$ cat src/rtl/wash_sequencer_if.sv
// Control inputs and display/actuator outputs of the wash phase controller.
// The master side (stimulus or upstream control) drives the key, strobe and power lines.
interface wash_sequencer_if;
  logic       tick_s;
  logic       start_pause;
  logic       Power;
  logic [7:0] water_level;
  logic [7:0] c_time;
  logic [7:0] a_time;
  logic [7:0] ct_time;
  logic       Auto_End;
  logic [2:0] phase;
  logic       valve_in;
  logic       valve_out;
  logic       motor;
  logic       beep;
  logic       auto_off;

  modport master (
    output tick_s, start_pause, Power,
    input  water_level, c_time, a_time, ct_time, Auto_End, phase,
    input  valve_in, valve_out, motor, beep, auto_off
  );

  modport slave (
    input  tick_s, start_pause, Power,
    output water_level, c_time, a_time, ct_time, Auto_End, phase,
    output valve_in, valve_out, motor, beep, auto_off
  );
endinterface

$ cat src/rtl/wash_sequencer.sv
// Washing-machine phase controller: fill/wash/drain/rinse/spin sequencing on a 1 s strobe,
// with pause/resume, forced power-off idle and a DONE auto-off countdown. All outputs registered.
module wash_sequencer #(
  parameter int LEVEL_TARGET = 20,
  parameter int FILL_STEP    = 2,
  parameter int DRAIN_STEP   = 4,
  parameter int WASH_S       = 30,
  parameter int RINSE_S      = 20,
  parameter int SPIN_S       = 15,
  parameter int RINSES       = 1,
  parameter int BEEP_S       = 3,
  parameter int OFF_S        = 10
) (
  input  logic              clk,
  input  logic              reset,
  wash_sequencer_if.slave   bus
);
  localparam int FILL_T  = (LEVEL_TARGET + FILL_STEP - 1) / FILL_STEP;
  localparam int DRAIN_T = (LEVEL_TARGET + DRAIN_STEP - 1) / DRAIN_STEP;
  localparam int TOTAL   = (RINSES + 1) * (FILL_T + DRAIN_T) + WASH_S + RINSES * RINSE_S + SPIN_S;
  localparam logic [8:0] TOTAL_9  = 9'(TOTAL);
  localparam logic [7:0] A_IDLE   = 8'((TOTAL > 99) ? 99 : TOTAL);
  localparam logic [7:0] BEEP_LIM = 8'(OFF_S - BEEP_S);

  typedef enum logic [2:0] {
    PH_IDLE = 3'd0, PH_FILL = 3'd1, PH_WASH = 3'd2, PH_DRAIN = 3'd3,
    PH_RINSE = 3'd4, PH_SPIN = 3'd5, PH_DONE = 3'd6, PH_PAUSE = 3'd7
  } phase_t;

  phase_t     phase_reg, phase_next, ret_reg, ret_next;
  logic [1:0] rinse_reg, rinse_next;
  logic [7:0] level_reg, level_next, c_reg, c_next, ct_reg, ct_next;
  logic [8:0] total_reg, total_next;
  logic       auto_end_reg, auto_end_next, auto_off_reg, auto_off_next;
  logic [7:0] a_reg, a_next;
  logic       valve_in_reg, valve_in_next, valve_out_reg, valve_out_next;
  logic       motor_reg, motor_next, beep_reg, beep_next;

  logic [8:0] fill_sum;
  logic [7:0] fill_level, drain_level;

  assign fill_sum    = {1'b0, level_reg} + 9'(FILL_STEP);
  assign fill_level  = (fill_sum > 9'(LEVEL_TARGET)) ? 8'(LEVEL_TARGET) : fill_sum[7:0];
  assign drain_level = (level_reg > 8'(DRAIN_STEP)) ? level_reg - 8'(DRAIN_STEP) : 8'd0;

  always_ff @(posedge clk or posedge reset) begin
    if (reset) begin
      phase_reg     <= PH_IDLE;
      ret_reg       <= PH_IDLE;
      rinse_reg     <= 2'd0;
      level_reg     <= 8'd0;
      c_reg         <= 8'd0;
      ct_reg        <= 8'd0;
      total_reg     <= TOTAL_9;
      auto_end_reg  <= 1'b0;
      auto_off_reg  <= 1'b0;
      a_reg         <= A_IDLE;
      valve_in_reg  <= 1'b0;
      valve_out_reg <= 1'b0;
      motor_reg     <= 1'b0;
      beep_reg      <= 1'b0;
    end else begin
      phase_reg     <= phase_next;
      ret_reg       <= ret_next;
      rinse_reg     <= rinse_next;
      level_reg     <= level_next;
      c_reg         <= c_next;
      ct_reg        <= ct_next;
      total_reg     <= total_next;
      auto_end_reg  <= auto_end_next;
      auto_off_reg  <= auto_off_next;
      a_reg         <= a_next;
      valve_in_reg  <= valve_in_next;
      valve_out_reg <= valve_out_next;
      motor_reg     <= motor_next;
      beep_reg      <= beep_next;
    end
  end

  always_comb begin
    phase_next    = phase_reg;
    ret_next      = ret_reg;
    rinse_next    = rinse_reg;
    level_next    = level_reg;
    c_next        = c_reg;
    ct_next       = ct_reg;
    total_next    = total_reg;
    auto_end_next = auto_end_reg;
    auto_off_next = 1'b0;
    if (!bus.Power) begin
      phase_next    = PH_IDLE;
      level_next    = 8'd0;
      c_next        = 8'd0;
      ct_next       = 8'd0;
      total_next    = TOTAL_9;
      auto_end_next = 1'b0;
    end else if (bus.start_pause) begin
      case (phase_reg)
        PH_IDLE, PH_DONE: begin
          phase_next    = PH_FILL;
          c_next        = 8'(FILL_T);
          total_next    = TOTAL_9;
          level_next    = 8'd0;
          rinse_next    = 2'(RINSES);
          ct_next       = 8'd0;
          auto_end_next = 1'b0;
        end
        PH_PAUSE: phase_next = ret_reg;
        default: begin
          ret_next   = phase_reg;
          phase_next = PH_PAUSE;
        end
      endcase
    end else if (bus.tick_s) begin
      case (phase_reg)
        PH_FILL, PH_WASH, PH_DRAIN, PH_RINSE, PH_SPIN: begin
          total_next = (total_reg == 9'd0) ? 9'd0 : total_reg - 9'd1;
          c_next     = c_reg - 8'd1;
          if (phase_reg == PH_FILL)  level_next = fill_level;
          if (phase_reg == PH_DRAIN) level_next = drain_level;
          if (c_reg == 8'd1) begin
            case (phase_reg)
              PH_FILL: begin
                // a fill is a rinse fill once the first drain has consumed a rinse count
                if (rinse_reg != 2'(RINSES)) begin
                  phase_next = PH_RINSE;
                  c_next     = 8'(RINSE_S);
                end else begin
                  phase_next = PH_WASH;
                  c_next     = 8'(WASH_S);
                end
              end
              PH_WASH, PH_RINSE: begin
                phase_next = PH_DRAIN;
                c_next     = 8'(DRAIN_T);
              end
              PH_DRAIN: begin
                if (rinse_reg != 2'd0) begin
                  phase_next = PH_FILL;
                  c_next     = 8'(FILL_T);
                  rinse_next = rinse_reg - 2'd1;
                end else begin
                  phase_next = PH_SPIN;
                  c_next     = 8'(SPIN_S);
                end
              end
              default: begin
                phase_next    = PH_DONE;
                c_next        = 8'd0;
                level_next    = 8'd0;
                total_next    = 9'd0;
                ct_next       = 8'(OFF_S);
                auto_end_next = 1'b1;
              end
            endcase
          end
        end
        PH_DONE: begin
          ct_next = ct_reg - 8'd1;
          if (ct_reg == 8'd1) begin
            phase_next    = PH_IDLE;
            auto_end_next = 1'b0;
            auto_off_next = 1'b1;
            total_next    = TOTAL_9;
          end
        end
        default: ;
      endcase
    end
  end

  // Output values are decoded from the next state so they land in registers with it.
  always_comb begin
    a_next         = (total_next > 9'd99) ? 8'd99 : total_next[7:0];
    valve_in_next  = (phase_next == PH_FILL);
    valve_out_next = (phase_next == PH_DRAIN) || (phase_next == PH_SPIN);
    motor_next     = (phase_next == PH_WASH) || (phase_next == PH_RINSE) || (phase_next == PH_SPIN);
    beep_next      = (phase_next == PH_DONE) && (ct_next > BEEP_LIM);
  end

  assign bus.water_level = level_reg;
  assign bus.c_time      = c_reg;
  assign bus.a_time      = a_reg;
  assign bus.ct_time     = ct_reg;
  assign bus.Auto_End    = auto_end_reg;
  assign bus.phase       = phase_reg;
  assign bus.valve_in    = valve_in_reg;
  assign bus.valve_out   = valve_out_reg;
  assign bus.motor       = motor_reg;
  assign bus.beep        = beep_reg;
  assign bus.auto_off    = auto_off_reg;
endmodule
$ cat src/flat_wrapper.sv
// flat-port wrapper written by rule: the top's interface ports become plain ports
module wash_sequencer_flat 
#(
  parameter int LEVEL_TARGET = 20,
  parameter int FILL_STEP    = 2,
  parameter int DRAIN_STEP   = 4,
  parameter int WASH_S       = 30,
  parameter int RINSE_S      = 20,
  parameter int SPIN_S       = 15,
  parameter int RINSES       = 1,
  parameter int BEEP_S       = 3,
  parameter int OFF_S        = 10
)
  (clk, reset, bus_tick_s, bus_start_pause, bus_Power, bus_water_level, bus_c_time, bus_a_time, bus_ct_time, bus_Auto_End, bus_phase, bus_valve_in, bus_valve_out, bus_motor, bus_beep, bus_auto_off);
  wash_sequencer_if bus_i ();
  input  logic clk;
  input  logic reset;
  input wire logic [$bits(bus_i.tick_s)-1:0] bus_tick_s;
  input wire logic [$bits(bus_i.start_pause)-1:0] bus_start_pause;
  input wire logic [$bits(bus_i.Power)-1:0] bus_Power;
  output wire logic [$bits(bus_i.water_level)-1:0] bus_water_level;
  output wire logic [$bits(bus_i.c_time)-1:0] bus_c_time;
  output wire logic [$bits(bus_i.a_time)-1:0] bus_a_time;
  output wire logic [$bits(bus_i.ct_time)-1:0] bus_ct_time;
  output wire logic [$bits(bus_i.Auto_End)-1:0] bus_Auto_End;
  output wire logic [$bits(bus_i.phase)-1:0] bus_phase;
  output wire logic [$bits(bus_i.valve_in)-1:0] bus_valve_in;
  output wire logic [$bits(bus_i.valve_out)-1:0] bus_valve_out;
  output wire logic [$bits(bus_i.motor)-1:0] bus_motor;
  output wire logic [$bits(bus_i.beep)-1:0] bus_beep;
  output wire logic [$bits(bus_i.auto_off)-1:0] bus_auto_off;
  assign bus_i.tick_s = bus_tick_s;
  assign bus_i.start_pause = bus_start_pause;
  assign bus_i.Power = bus_Power;
  assign bus_water_level = bus_i.water_level;
  assign bus_c_time = bus_i.c_time;
  assign bus_a_time = bus_i.a_time;
  assign bus_ct_time = bus_i.ct_time;
  assign bus_Auto_End = bus_i.Auto_End;
  assign bus_phase = bus_i.phase;
  assign bus_valve_in = bus_i.valve_in;
  assign bus_valve_out = bus_i.valve_out;
  assign bus_motor = bus_i.motor;
  assign bus_beep = bus_i.beep;
  assign bus_auto_off = bus_i.auto_off;
  wash_sequencer #(.LEVEL_TARGET(LEVEL_TARGET), .FILL_STEP(FILL_STEP), .DRAIN_STEP(DRAIN_STEP), .WASH_S(WASH_S), .RINSE_S(RINSE_S), .SPIN_S(SPIN_S), .RINSES(RINSES), .BEEP_S(BEEP_S), .OFF_S(OFF_S)) u_core (.clk(clk), .reset(reset), .bus(bus_i));
endmodule
$ cat config.mk
export PLATFORM = sky130hd
export DESIGN_NAME = wash_sequencer_flat
export DESIGN_NICKNAME = d
export VERILOG_FILES = /design/src/rtl/wash_sequencer_if.sv /design/src/rtl/wash_sequencer.sv /design/src/flat_wrapper.sv
export SDC_FILE = /design/constraint.sdc
export NUM_CORES = 1
export LEC_CHECK = 0
export CAP_MARGIN = 40
export CORE_UTILIZATION = 41
export DETAILED_ROUTE_END_ITERATION = 7
export PLACE_DENSITY_LB_ADDON = 0.1
export RECOVER_POWER = 25
export SETUP_SLACK_MARGIN = 0.3
export SLEW_MARGIN = 20
export SYNTH_ARGS = -nofsm -noshare
export SYNTH_HDL_FRONTEND = slang
export SYNTH_SLANG_ARGS = --single-unit
export TNS_END_PERCENT = 50
$ cat constraint.sdc
create_clock -name clk -period 5.4 [get_ports clk]
set_input_delay 1.08 -clock clk [delete_from_list [all_inputs] [get_ports clk]]
set_output_delay 1.08 -clock clk [all_outputs]
set_load 0.02 [all_outputs]
==> results.txt <==
----------------------------------------------------
[Outcome]
  Status ... finished with violations
  Failing checks ... max-capacitance violations, max-slew violations

[Synthesis]
  Async set-reset flop share out of synthesis ... 1.00
  Synthesized netlist cell count ... 404
  Top cells by area in the synthesized netlist ... sky130_fd_sc_hd__dfrtp_1, sky130_fd_sc_hd__dfstp_2, sky130_fd_sc_hd__o21ai_0
  Post-synthesis cell type count ... 61
  Synthesized net count ... 421
  Area leader, netlist ... sky130_fd_sc_hd__dfrtp_1
  Mapped cell area ... roughly 3400 um^2
  Xor-xnor portion of the synthesized cell area ... 0.0129
  Area fraction in compound gates after synthesis ... 0.245
  Combinational family with the most area after synthesis ... compound AO/OA/AOI/OAI gates
  Area share of the leading cell type in the synthesized netlist ... 0.317
  Multiplexer share of the synthesized area ... 0.00294
  Main flop type after synthesis ... sky130_fd_sc_hd__dfrtp_1
  Syn. warnings ... 0
  Flop and latch count out of synthesis ... 55
  Sequential element share of the synthesized area ... 0.409
  Post-synthesis simple-gate area fraction ... 0.239
  Mean instance size in the synthesized netlist ... 8.41 um^2
  Share of synthesized cell area in full adder, half adder and majority cells ... 0.0442
  Post-synth EDFFs ... 0

[Setup path]
  Element type at the critical path end ... asynchronous set/reset pin
  Critical path required time ... ~5.4 ns
  Critical path buffer and inverter count ... 3
  Crit-path leading delay family ... buffers and inverters
  Startpoint-to-endpoint class of the critical path ... primary input to asynchronous set/reset pin
  CP max stage cell ... sky130_fd_sc_hd__clkbuf_1
  Arrival time at the worst endpoint ... between 3 and 4 ns
  Crit-path cells ... dlygate4sd3_1 -> inv_1 -> clkbuf_1
  CP Launch Type ... primary input
  Largest stage delay on the critical path ... about 1.6 ns
  Critical Path Fanout Max ... 42

[Die]
  Core area ... around 7900 um^2
  Die outline width ... 93.1 um
  Chip Height ... 93.1 um
  Std cell rows ... 32
  Initial core utilization ... 0.431
  Count of pins on the block boundary ... 46
  Total die area ... 8660 um^2

[Route]
  Vias/cell ... 6.01
  Routed wire length ... 9140 um
  Average wire per cell in the routed design ... between 15 and 20 um
  Remaining number of nets flagged by the antenna check after routing ... 0
  Pre-antenna DRT Iters ... 6
  Count of routing violations after the opening detailed-route iteration ... 283
  Via Count ... 3280
  Number of design rule violations left after detail routing ... 0

[Clock tree]
  Resize count post-CTS ... 0
  CTS tree ... built
  Max clock buf depth ... 2
  Root buffer cell ... sky130_fd_sc_hd__clkbuf_8
  Number of buffers added to fix hold violations after cts ... 0
  H-Tree Level Count ... 2
  CTS clk-pin slew, worst paths ... 0.10 ns
  Post CTS Setup Buffer Count ... 0
  Number of sinks driven by the clock tree ... 55
  Latest clock arrival within the worst-skew pair ... approximately 0.31 ns
  Clock buffer count from CTS ... 5

[STA]
  Relative slew slack ... -0.432
  Max Transition Viols Final ... 43
  Worst Clk Skew ... 0.00932 ns
  Upper clock frequency limit ... 272 MHz
  Setup repair after global routing missed its margin ... false
  Final count of negative-setup-slack endpoints ... 0
  Worst Max-Slew Pin Slew ... between 2 and 2.5 ns
  Final period utilization ... 0.681
  Count of endpoints failing hold in the final timing report ... 0
  Shortest period the worst path allows ... 3.68 ns
  Setup Total Neg Slack ... 0 ns

[Layout]
  Filler Cell Count ... 757
  Most common library cell in the layout ignoring fill and taps ... sky130_fd_sc_hd__clkdlybuf4s50_1
  Layout Cell Area excl Fill ... 4050 um^2
  Multi-input gate area in the final layout ... 1850 um^2
  Commonest cells after routing, fill and taps aside ... sky130_fd_sc_hd__clkdlybuf4s50_1, sky130_fd_sc_hd__dfrtp_1, sky130_fd_sc_hd__o21ai_0
  Final #Nets ... 460
  # diodes ... 0
  Area growth syn-to-layout ... 19.1%
  Layout cell share with drive strength beyond 1 ... 0.0653
  Storage element area ... 1390 um^2
  Largest register FFs ... 9

[Global routing]
  Pin count of the biggest net entering global routing ... 43
  Global-route wire length before repair ... about 15000 um
  Remaining Overflow, GRT ... 0
  Initial antenna violation count ... 0
  Number of global-route vias before repair ... slightly above 3000
  Total routing usage reported by global routing ... 0.221

[Placed design]
  Routability congestion estimate from global placement ... 0.921
  Placed wire-length estimate ... 6630 um
  Quantity of I/O buffers inserted on ports ... 45
  Area after DPL ... around 4000 um^2

[Hold path]
  Path class of the lowest-slack min-delay path ... flip-flop to flip-flop

[Power]
  Total leakage power ... 0.00170 uW
  Cell area power density ... 289 nW/um^2
  Worst-case vdd ir drop ... 0.169 mV

[Run]
  Max Cap Viol ... 1

----------------------------------------------------
[where the power goes]
part	switching, uW	total [uW]	leakage, uW	internal, uW
Sequential	65.0	525	0.000700	460
Combinational	228	385	0.000942	157
Clock	137	258	0.0000539	120
[cell usage after synthesis, types with 2 or more instances]
library cell,number
sky130_fd_sc_hd__nand2b_1,5
sky130_fd_sc_hd__a211oi_1,3
sky130_fd_sc_hd__o22a_1,2
sky130_fd_sc_hd__a32o_1,3
sky130_fd_sc_hd__and4b_1,2
sky130_fd_sc_hd__and3_1,9
sky130_fd_sc_hd__or3_1,4
sky130_fd_sc_hd__nand4_1,6
sky130_fd_sc_hd__nand3b_1,3
sky130_fd_sc_hd__a22oi_1,2
sky130_fd_sc_hd__o41ai_1,2
sky130_fd_sc_hd__inv_1,21
sky130_fd_sc_hd__xnor2_1,3
sky130_fd_sc_hd__a21boi_0,2
sky130_fd_sc_hd__nand2_1,35
sky130_fd_sc_hd__nor3b_1,4
sky130_fd_sc_hd__a21o_1,2
sky130_fd_sc_hd__dfrtp_1,43
sky130_fd_sc_hd__buf_2,3
sky130_fd_sc_hd__clkbuf_1,15
sky130_fd_sc_hd__nor2_1,29
sky130_fd_sc_hd__o21ai_0,42
sky130_fd_sc_hd__dfstp_2,12
sky130_fd_sc_hd__ha_1,12
sky130_fd_sc_hd__a21oi_1,39
sky130_fd_sc_hd__o22ai_1,5
sky130_fd_sc_hd__a221o_1,3
sky130_fd_sc_hd__nor2b_1,3
sky130_fd_sc_hd__xor2_1,2
sky130_fd_sc_hd__nor4_1,6
sky130_fd_sc_hd__o311ai_0,4
sky130_fd_sc_hd__a31oi_1,7
sky130_fd_sc_hd__and2_1,7
sky130_fd_sc_hd__o31ai_1,4
sky130_fd_sc_hd__nand3_1,14
sky130_fd_sc_hd__o21bai_1,2
sky130_fd_sc_hd__nor3_1,20
[worst paths after layout]
| check | to | depth (start not counted) | slack, ns | start |
|---|---|---|---|---|
| max reg2reg | u_core.bus.beep | 9 | 2.33 | u_core.bus.c_time[1] |
| min reg2reg | u_core.ret_reg[2] | 1 | 0.49 | u_core.ret_reg[2] |
| min in group asynchronous | u_core.bus.c_time[5] | 2 | 1.25 | reset |
| max | u_core.bus.water_level[7] | 3 | 1.72 | reset |
| max in group clk | u_core.bus.a_time[1] | 7 | 2.08 | bus_start_pause |
| min | u_core.ret_reg[2] | 1 | 0.49 | u_core.ret_reg[2] |
[stage by stage]
stage | utilization | worst slack (ns) | total power (uW) | hold slack (ns) | cells
final | 0.513 | 1.72 | 1170 | 0.493 | 546
after global routing | 0.513 | 1.01 | 1240 | 0.514 | 546
after CTS | 0.514 | 2.13 | 1180 | 0.499 | 546
after detailed placement | 0.500 | 1.80 | 915 | 0.473 | 538
after global placement | 0.499 | 1.90 | 911 | 0.466 | 536
after floorplan | - | 2.67 | 776 | 0.449 | 404
[routing by layer]
metal	up-vias	track usage	routed length, um
li1	1569	-	-
met3	11	0.0374	560
met4	0	0.0526	96
met5	-	0	0
met2	117	0.346	4230
met1	1583	0.320	4250
[kinds of logic (layout without fill, tap and decap cells)]
group	count (synthesis)	after routing
compound gates	135	135
xor+xnor	5	5
fa+ha+maj	12	12
buf+inv	40	80
flops	55	55
mux	1	1
other cells	1	1
simple gates	155	155
[area by class of cell]
| cell class | count | area share |
|---|---|---|
| inverter | 21 | 0.0195 |
| tap | 102 | 0.0315 |
| clock inverter | 1 | 0.00155 |
| sequential | 55 | 0.344 |
| timing repair buffer | 51 | 0.121 |
| clock buffer | 7 | 0.0241 |
| multi-input combinational | 309 | 0.458 |
No activity file was read; power rests on OpenSTA's default activity.
